## src/rtl/clock_pkg.sv

```systemverilog
// Shared types and constants for the time-setting controller and its BCD field stepper.
// Time word layout is {HH, MM, SS}, two BCD digits per field.
package clock_pkg;

  typedef enum logic [1:0] {
    RUN      = 2'd0,
    SET_HOUR = 2'd1,
    SET_MIN  = 2'd2,
    SET_SEC  = 2'd3
  } state_e;

  localparam logic [7:0] HOUR_MAX   = 8'h23;
  localparam logic [7:0] MINSEC_MAX = 8'h59;

  localparam int HH_LSB = 16;
  localparam int MM_LSB = 8;
  localparam int SS_LSB = 0;

  // Replaces the field selected by st; RUN leaves the word untouched.
  function automatic logic [23:0] put_field(input logic [23:0] t, input state_e st,
                                            input logic [7:0] v);
    logic [23:0] r;
    r = t;
    unique case (st)
      SET_HOUR: r[HH_LSB +: 8] = v;
      SET_MIN:  r[MM_LSB +: 8] = v;
      SET_SEC:  r[SS_LSB +: 8] = v;
      default:  r = t;
    endcase
    return r;
  endfunction

  function automatic logic [5:0] field_mask(input state_e st);
    logic [5:0] m;
    unique case (st)
      SET_HOUR: m = 6'b110000;
      SET_MIN:  m = 6'b001100;
      SET_SEC:  m = 6'b000011;
      default:  m = 6'b000000;
    endcase
    return m;
  endfunction

endpackage

```

## src/rtl/bcd_field_step.sv

```systemverilog
// Single-step a two-digit BCD field up or down with wrap at 00/max.
// An out-of-range or non-BCD value snaps to 00 (up) or max (down).
module bcd_field_step (
  input  logic [7:0] value,
  input  logic [7:0] max,
  input  logic       up,
  input  logic       dn,
  output logic [7:0] next
);

  logic legal;

  always_comb begin
    legal = (value[7:4] <= 4'd9) && (value[3:0] <= 4'd9) && (value <= max);
    next  = value;
    if (up && !dn) begin
      if (!legal || value == max)  next = 8'h00;
      else if (value[3:0] == 4'd9) next = {value[7:4] + 4'd1, 4'd0};
      else                         next = {value[7:4], value[3:0] + 4'd1};
    end else if (dn && !up) begin
      if (!legal || value == 8'h00) next = max;
      else if (value[3:0] == 4'd0)  next = {value[7:4] - 4'd1, 4'd9};
      else                          next = {value[7:4], value[3:0] - 4'd1};
    end
  end

endmodule

```

## src/rtl/clock_set_ctrl.sv

```systemverilog
// Run/set mode controller for the HH:MM:SS counter chain: edits a shadow copy of the
// time field by field and writes it back with a one-cycle parallel load.
module clock_set_ctrl
  import clock_pkg::*;
#(
  parameter int BLINK_TICKS   = 5,
  parameter int TIMEOUT_TICKS = 300
) (
  input  logic        clk,
  input  logic        rst,
  input  logic        tick_in,
  input  logic        btn_mode,
  input  logic        btn_inc,
  input  logic        btn_dec,
  input  logic [23:0] cur_time,
  output logic        cnt_en,
  output logic        load,
  output logic [23:0] load_time,
  output logic [5:0]  les,
  output logic [1:0]  mode
);

  localparam int BW = $clog2(BLINK_TICKS + 1);
  localparam int TW = $clog2(TIMEOUT_TICKS + 1);

  state_e          state_q, state_d;
  logic [23:0]     shadow_q, shadow_d;
  logic            load_q, load_d;
  logic [23:0]     load_time_q, load_time_d;
  logic            phase_q, phase_d;
  logic [BW-1:0]   blink_q, blink_d;
  logic [TW-1:0]   to_q, to_d;
  logic [2:0]      btn_prev_q, btn_prev_d;  // {mode, inc, dec}
  logic [2:0]      press_q, press_d;

  logic            in_set, step_up, step_dn, any_press;
  logic [7:0]      fld_val, fld_max, fld_next;

  assign in_set    = (state_q != RUN);
  assign any_press = |press_q;
  assign step_up   = in_set & ~press_q[2] &  press_q[1] & ~press_q[0];
  assign step_dn   = in_set & ~press_q[2] & ~press_q[1] &  press_q[0];

  always_comb begin
    fld_val = 8'h00;
    fld_max = MINSEC_MAX;
    unique case (state_q)
      SET_HOUR: begin
        fld_val = shadow_q[HH_LSB +: 8];
        fld_max = HOUR_MAX;
      end
      SET_MIN:  fld_val = shadow_q[MM_LSB +: 8];
      SET_SEC:  fld_val = shadow_q[SS_LSB +: 8];
      default:  fld_val = 8'h00;
    endcase
  end

  bcd_field_step u_step (
    .value (fld_val),
    .max   (fld_max),
    .up    (step_up),
    .dn    (step_dn),
    .next  (fld_next)
  );

  always_comb begin
    btn_prev_d  = {btn_mode, btn_inc, btn_dec};
    press_d     = {btn_mode, btn_inc, btn_dec} & ~btn_prev_q;
    state_d     = state_q;
    shadow_d    = shadow_q;
    load_d      = 1'b0;
    load_time_d = load_time_q;
    phase_d     = phase_q;
    blink_d     = blink_q;
    to_d        = to_q;

    if (!in_set) begin
      if (press_q[2]) begin
        state_d  = SET_HOUR;
        shadow_d = cur_time;
      end
    end else if (press_q[2]) begin
      if (state_q == SET_SEC) begin
        state_d     = RUN;
        load_d      = 1'b1;
        load_time_d = shadow_q;
      end else begin
        state_d = state_e'(state_q + 2'd1);
      end
    end else begin
      shadow_d = put_field(shadow_q, state_q, fld_next);
      if (any_press) begin
        to_d = '0;
      end else if (tick_in) begin
        if (to_q == TW'(TIMEOUT_TICKS - 1)) state_d = RUN;
        else                                to_d    = to_q + TW'(1);
      end
      if (tick_in) begin
        if (blink_q == BW'(BLINK_TICKS - 1)) begin
          blink_d = '0;
          phase_d = ~phase_q;
        end else begin
          blink_d = blink_q + BW'(1);
        end
      end
    end

    // Every state transition restarts both the idle timer and the blink cadence.
    if (state_d != state_q) begin
      to_d    = '0;
      blink_d = '0;
      phase_d = 1'b0;
    end
  end

  always_ff @(posedge clk) begin
    if (rst) begin
      state_q     <= RUN;
      shadow_q    <= '0;
      load_q      <= 1'b0;
      load_time_q <= '0;
      phase_q     <= 1'b0;
      blink_q     <= '0;
      to_q        <= '0;
      btn_prev_q  <= '0;
      press_q     <= '0;
    end else begin
      state_q     <= state_d;
      shadow_q    <= shadow_d;
      load_q      <= load_d;
      load_time_q <= load_time_d;
      phase_q     <= phase_d;
      blink_q     <= blink_d;
      to_q        <= to_d;
      btn_prev_q  <= btn_prev_d;
      press_q     <= press_d;
    end
  end

  assign cnt_en    = tick_in & (state_q == RUN) & ~load_q & ~rst;
  assign load      = load_q;
  assign load_time = load_time_q;
  assign les       = phase_q ? field_mask(state_q) : 6'b000000;
  assign mode      = state_q;

endmodule
```

## config.mk

```make
export PLATFORM = sky130hd
export DESIGN_NAME = clock_set_ctrl
export DESIGN_NICKNAME = d
export VERILOG_FILES = /design/src/rtl/clock_pkg.sv /design/src/rtl/bcd_field_step.sv /design/src/rtl/clock_set_ctrl.sv
export SDC_FILE = /design/constraint.sdc
export NUM_CORES = 1
export LEC_CHECK = 0
export ABC_CLOCK_PERIOD_IN_PS = 3600
export CORE_MARGIN = 2
export CORE_UTILIZATION = 49
export CTS_CLUSTER_DIAMETER = 100
export DETAILED_ROUTE_END_ITERATION = 6
export GPL_TIMING_DRIVEN = 0
export PLACE_DENSITY = 0.78
export SKIP_CTS_REPAIR_TIMING = 1
export SYNTH_ARGS = -nofsm -noshare
export SYNTH_HDL_FRONTEND = slang
export SYNTH_HIERARCHICAL = 1
export SYNTH_SLANG_ARGS = --single-unit
```

## constraint.sdc

```tcl
create_clock -name clk -period 3.6 [get_ports clk]
set_input_delay 0.54 -clock clk [delete_from_list [all_inputs] [get_ports clk]]
set_output_delay 0.54 -clock clk [all_outputs]
set_load 0.02 [all_outputs]
```

# After elaboration in Yosys (flattened, before gate mapping)
# Index checks and enable logic that the tools add are counted.
[op_classes]
n_addsub = 7
mul = 0
div = 0
magnitude_cmp = 3
eq_ne = 10
shifts = 0
n_mux = 28
n_bitwise = 17
reduce_logical = 28
[ops]
columns = ["op", "count"]
rows = [
  ["$mux 24", 3],
  ["$mux 8", 9],
  ["$mux 9", 3],
  ["$pmux 8 s3", 1],
  ["$pmux 6 s3", 1],
  ["$reduce_and 3->1", 5],
  ["$mux 2", 7],
  ["$reduce_bool 2->1", 6],
  ["$add 9x1->9 const B", 1],
  ["$eq 9x9->1 const B", 1],
  ["$add 4x1->4 const B", 2],
  ["$and 1x1->1", 8],
  ["$eq 8x7->1", 1],
  ["$le 4x4->1 const B", 2],
  ["$le 8x7->1", 1],
  ["$logic_not 8->1", 1],
  ["$reduce_and 4->1", 2],
  ["$sub 4x1->4 const B", 2],
  ["$mux 7", 1],
  ["$not 1->1", 7],
  ["$mux 6", 1],
  ["$reduce_or 3->1", 2],
  ["$eq 2x2->1 const B", 2],
  ["$eq 4x4->1 const B", 1],
  ["other kinds (16)", 23],
]
[word_totals]
register_bits = 70
latchBits = 0
ramBits = 0
romBits = 0
in_bits = 30
word_cells = 104
mem_count = 0

# Logic depth before layout (Yosys ltp)
[logic_depth]
word_depth = 13
depth_mapped = 17

# Modules after synthesis
# The synthesis kept the hierarchy.
[modules_own_cells]
columns = ["module", "instances", "cells_each", "area_each_um2"]
rows = [
  ["clock_set_ctrl", 1, 367, 3196.8],
  ["bcd_field_step", 1, 119, 874.6],
]

# Worst setup path after synthesis
# Ideal clock, no wire load.
[synth_path]
path_type = "register to register"
startpoint = "reg state_q[0], in the netlist mode[0]"
endpoint = "reg shadow_q[12]"
arrival_time_ps = 3473
setup_slack_ps = 42
path_stages_with_launch = 16
n_path_buf = 3
period_less_slack_ps = 3558
path_cell_list = "dfxtp_1 -> inv_1 -> ha_1 -> buf_2 -> buf_1 -> nor2_1 -> ha_1 -> nor2b_1 -> o211ai_1 -> a21oi_2 -> o21ai_2 -> buf_2 -> a21oi_1 -> o31ai_1 -> mux2i_1 -> a211oi_1"
[synth_between]
elab_chain_len = 13
word_cells_on_any_way = 42
cone_classes = "2 x add/sub; 3 x order compare; 6 x eq/ne; 11 x mux; 5 x bitwise; 15 x reduce/logical"
[synth_rtl]
columns = ["element", "line", "rtl"]
rows = [
  ["from (decl)", "clock_set_ctrl.sv:26", "state_e state_q, state_d;"],
  ["from (signal assigned)", "clock_set_ctrl.sv:128", "state_q <= state_d;"],
  ["$eq 2x2->1 / $eq 2x1->1 (equally long branches)", "clock_set_ctrl.sv:47", "unique case (state_q)"],
  ["$pmux 8 s3 *", "clock_set_ctrl.sv:47", ""],
  ["via fld_val[1]", "clock_set_ctrl.sv:37", "logic [7:0] fld_val, fld_max, fld_next;"],
  ["branches (longest 7 deep; another with $le 8x7->1)", "--", ""],
  ["$mux 8 *", "bcd_field_step.sv:16", "if (up && !dn) begin"],
  ["via fld_next[4]", "clock_set_ctrl.sv:37", ""],
  ["$mux 8 *", "clock_pkg.sv:24", "unique case (st)"],
  ["$mux 24 *", "clock_set_ctrl.sv:82", "end else if (press_q[2]) begin"],
  ["$mux 24 *", "clock_set_ctrl.sv:77", "if (!in_set) begin"],
  ["to (signal assigned)", "clock_set_ctrl.sv:129", "shadow_q <= shadow_d;"],
  ["to (decl)", "clock_set_ctrl.sv:27", "logic [23:0] shadow_q, shadow_d;"],
]
# Mark *: on every way through the listed nets, which the timed path passes. The select of a mux whose other input is x is not followed.
# A chain may end at the register's enable or synchronous reset.

# Worst setup path in the final report
[layout_path]
startpoint = "reg state_q[0], in the netlist mode[0]"
endpoint = "reg shadow_q[3]"
# The elaborated chain is that of the path after synthesis.

==> results by stage <==
Critical path:
- The worst path required time is 3.87 ns.
- The worst setup path is of the flop to flop kind.
- The arrival time of data at the critical path endpoint is 3.77 ns.
- The startpoint kind of the worst setup timing path is a flop.
- The critical path endpoint category is a flop.
- In this run the worst path has a maximum fanout of 10.

CTS:
- After clock tree synthesis, the clock-pin slew on the worst setup and hold paths is 0.08 ns.
- TritonCTS built the clock tree.
- The root buffer cell chosen for the clock tree is clkbuf_8.
- The later pin in the worst-skew pair is clocked with a latency of 0.36 ns.
- CTS built an H-tree with a depth of 3.
- The number of buffers inserted during clock tree synthesis is 9.
- The largest buffer count on any clock path is 2.
- CTS saw 70 sinks.

Placement:
- Buffers placed on the I/O ports in this run total 63.
- The half-perimeter wire length after placement is 8.36 mm.
- Once placement completed, the tool counted placed cells totaling 657.
- In this run the cell area measured after placement is 4840 um^2.
- At the end of routability-driven placement, the weighted congestion stood at 0.928.

Timing:
- The final count of hold timing violations is 0.
- The max-slew headroom at the worst pin is 0.543.
- At the pin with the least slew margin, the transition time is 0.682 ns.
- Of the available clock period, the critical path in the final layout requires 0.974.
- Setup violations remaining at the end of the flow were counted as 0.
- The number of slew-limit violations in the final report was 0.
- Based on the critical path, the design can be clocked at up to 0.285 GHz.
- For the final routed database, the setup TNS stands at 0 ns.
- The clock period could shrink to 3.50 ns.
- For the final database, setup skew stands at 0.00958 ns.

Synthesis:
- The cell area that synthesis handed to floorplanning was 4070 um^2.
- The simple-gate share of the synthesized area is 0.226.
- For this run, the register share of the synthesized area comes to 0.344.
- The synthesized flop and latch total is 70.
- The flip-flop cell with the highest count after synthesis is dfxtp_1.
- By area, the combinational part of the netlist is dominated by simple AND/OR/NAND/NOR gates.
- The instance count of the mapped netlist is 486.
- Sorting the synthesized cells by how often they occur yields 70 x dfxtp_1, 58 x nand2_1, 49 x nor2_1.
- Yosys printed 6 warnings.
- Of the total synthesized cell area, the portion taken by XOR and XNOR cells is 0.0237.
- The number of synthesized flops with an enable pin is 0.
- Of the total synthesized cell area, the portion taken by full adders, half adders and majority gates is 0.0615.
- The async set-reset flop share out of synthesis is 0.
- The count of distinct cell types in the synthesized netlist is 64.
- After synthesis, the share of cell area in mux cells is 0.0664.
- After synthesis, the cell types taking the most area are dfxtp_1 34%, mux2i_1 6.6%, ha_1 6.1%, nand2_1 5.3%, a21oi_1 5.0%.
- The synthesized area divided by synthesized cell count is 8.38 um^2.
- The share of synthesized area in the top cell type comes to 0.344.
- In the post-synthesis netlist, the cell with the most instances is dfxtp_1.
- The post-synthesis compound-gate area fraction is 0.209.
- The dominant cell type by area after synthesis is dfxtp_1.

Global route:
- The number of antenna violations at the first check in global routing came to 0.
- The number of global-route vias before repair was 3736.
- Entering global routing, the biggest net connects 14 pins.
- In the global route stage, overall resource usage came out at 0.252.
- The global-route wire length before repair is 18.0 mm.
- The total global routing overflow is 0.

Pwr:
- The power density normalized to cell area is 331 nW/um^2.
- The total power draw is 0.00183 W.
- IR analysis of the VDD net gives a maximum drop of 0.223 mV.
- In this run the static leakage power is 2.09 nW.

Detailed routing:
- The detailed router placed 4029 vias in this run.
- The total wirelength of the detailed-routed design is 11.9 mm.
- The detailed-router iteration count before antenna repair is 7.
- Using the TritonRoute via totals, the vias-per-cell ratio works out to 5.81.
- The violation count after the first detailed-routing iteration is 298.
- The DRC violations left is 0.
- The post-detailed-route count of antenna-violating nets is 0.
- The average wire per standard cell is 17.2 um.

Die:
- The number of ports placed on the die boundary is 64.
- The starting density of the core is 0.501.
- The core region area is 8130 um^2.
- The die span in y is 95.2 um.
- The floorplan has 33 rows.
- The die covers 9050 um^2.
- The floorplan step set the die width to 95.2 um.

Cells and area:
- The repair_antennas step left the layout with diodes totalling 0.
- Of the cells placed in the final design, the portion with a size suffix greater than 1 is 0.179.
- The count of cells in the finished layout, fillers not included, comes to 693.
- The number of nets in the final layout is 633.
- The final instance area is 5520 um^2.
- The count of filler cells inserted in the layout is 627.
- From synthesis to final layout, the design area changed by 35.6%.

Worst hold path:
- The worst hold path belongs to the class flop to flop.

Run:
- The tool flagged a number of max-cap violations equal to 0.

Outcome:
- The flow ran to the end, and the final reports show no timing, DRC or antenna violations.
[sequential cells by signal, indices dropped and copies added, names as in the netlist]
| register | count |
|---|---|
| phase_q | 1 |
| shadow_q | 24 |
| to_q | 9 |
| load | 1 |
| blink_q | 3 |
| press_q | 3 |
| load_time | 24 |
| mode | 2 |
| btn_prev_q | 3 |
[per-layer routing]
layer	part of all wire	track usage	vias to the layer above
li1	-	-	1947
met1	0.42	0.326	1868
met2	0.49	0.423	184
met3	0.057	0.0348	30
met4	0.027	0.105	0
met5	0	0	-
[cells by family (layout without fill, tap and decap cells)]
logic type               Yosys count  after routing
buffers and inverters             55            154
XOR/XNOR                          11             11
other                              2              5
multiplexers                      27             27
adder cells (fa/ha/maj)           20             20
AND/OR/NAND/NOR                  180            180
AO/OA/AOI/OAI                    121            121
flip-flops                        70             70
[metrics by stage]
stage	setup slack, ns	util	hold WS [ns]
2_1_floorplan	0.0417	-	0.367
3_3_place_gp	-0.468	0.596	0.372
3_5_place_dp	-0.609	0.596	0.377
4_1_cts	-0.648	0.626	0.387
5_1_grt	-0.103	0.679	0.401
6_report	0.0952	0.679	0.384
[final timing paths]
kind,cells after the start,end,from,slack [ns]
max,13,shadow_q[3],mode[0],0.1
min,1,press_q[1],btn_prev_q[1],0.38
max reg2reg,13,shadow_q[3],mode[0],0.1
min reg2reg,1,press_q[1],btn_prev_q[1],0.38
[power breakdown]
| group | internal [W] | switching [W] | total (W) |
|---|---|---|---|
| Clock | 0.000462 | 0.000322 | 0.000784 |
| Combinational | 0.000101 | 0.000121 | 0.000222 |
| Sequential | 0.000798 | 0.0000242 | 0.000822 |
[cells in the final DEF (no fill, tap or decap), types with 3 or more instances in the layout]
| master | instances |
|---|---|
| and2_1 | 4 |
| buf_2 | 8 |
| dfxtp_1 | 68 |
| clkinvlp_4 | 3 |
| nor2b_1 | 10 |
| clkbuf_1 | 11 |
| ha_4 | 4 |
| nor3_1 | 9 |
| buf_4 | 30 |
| nand3b_1 | 3 |
| nand3_1 | 7 |
| conb_1 | 5 |
| inv_1 | 19 |
| mux2i_1 | 27 |
| bufinv_16 | 3 |
| o211ai_1 | 4 |
| xnor2_1 | 4 |
| clkdlybuf4s50_1 | 63 |
| a21oi_1 | 41 |
| ha_1 | 15 |
| xor2_1 | 7 |
| buf_6 | 6 |
| nand4_1 | 8 |
| clkbuf_8 | 9 |
| nor2_4 | 4 |
| a222oi_1 | 8 |
| a211oi_1 | 22 |
| nand2_1 | 58 |
| o21ai_2 | 3 |
| and3_1 | 3 |
| o2111ai_1 | 4 |
| o21ai_0 | 5 |
| nand2b_1 | 3 |
| nor4_1 | 3 |
| nor2_1 | 43 |
[critical path, cell delays in order, from the launching register on]
cell and delay, ns:
dfxtp_4 0.37, inv_1 0.17, ha_2 0.27, buf_4 0.21, buf_4 0.26, nor2_1 0.13, buf_6 0.18, nor4_4 0.41
nand2_1 0.15, o31a_1 0.35, and2_1 0.24, o311ai_4 0.30, mux2i_1 0.13, a211oi_1 0.24
[layout make-up]
cell class	instances	area [um^2]	share of cell area
timing repair buffer	84	788	0.143
clock inverter	7	123	0.0222
buffer	34	216	0.0392
inverter	20	78.8	0.0143
clock buffer	9	124	0.0224
sequential	70	1410	0.255
tap	105	131	0.0238
multi-input combinational	364	2650	0.480
No activity file was read; power rests on OpenSTA's default activity.
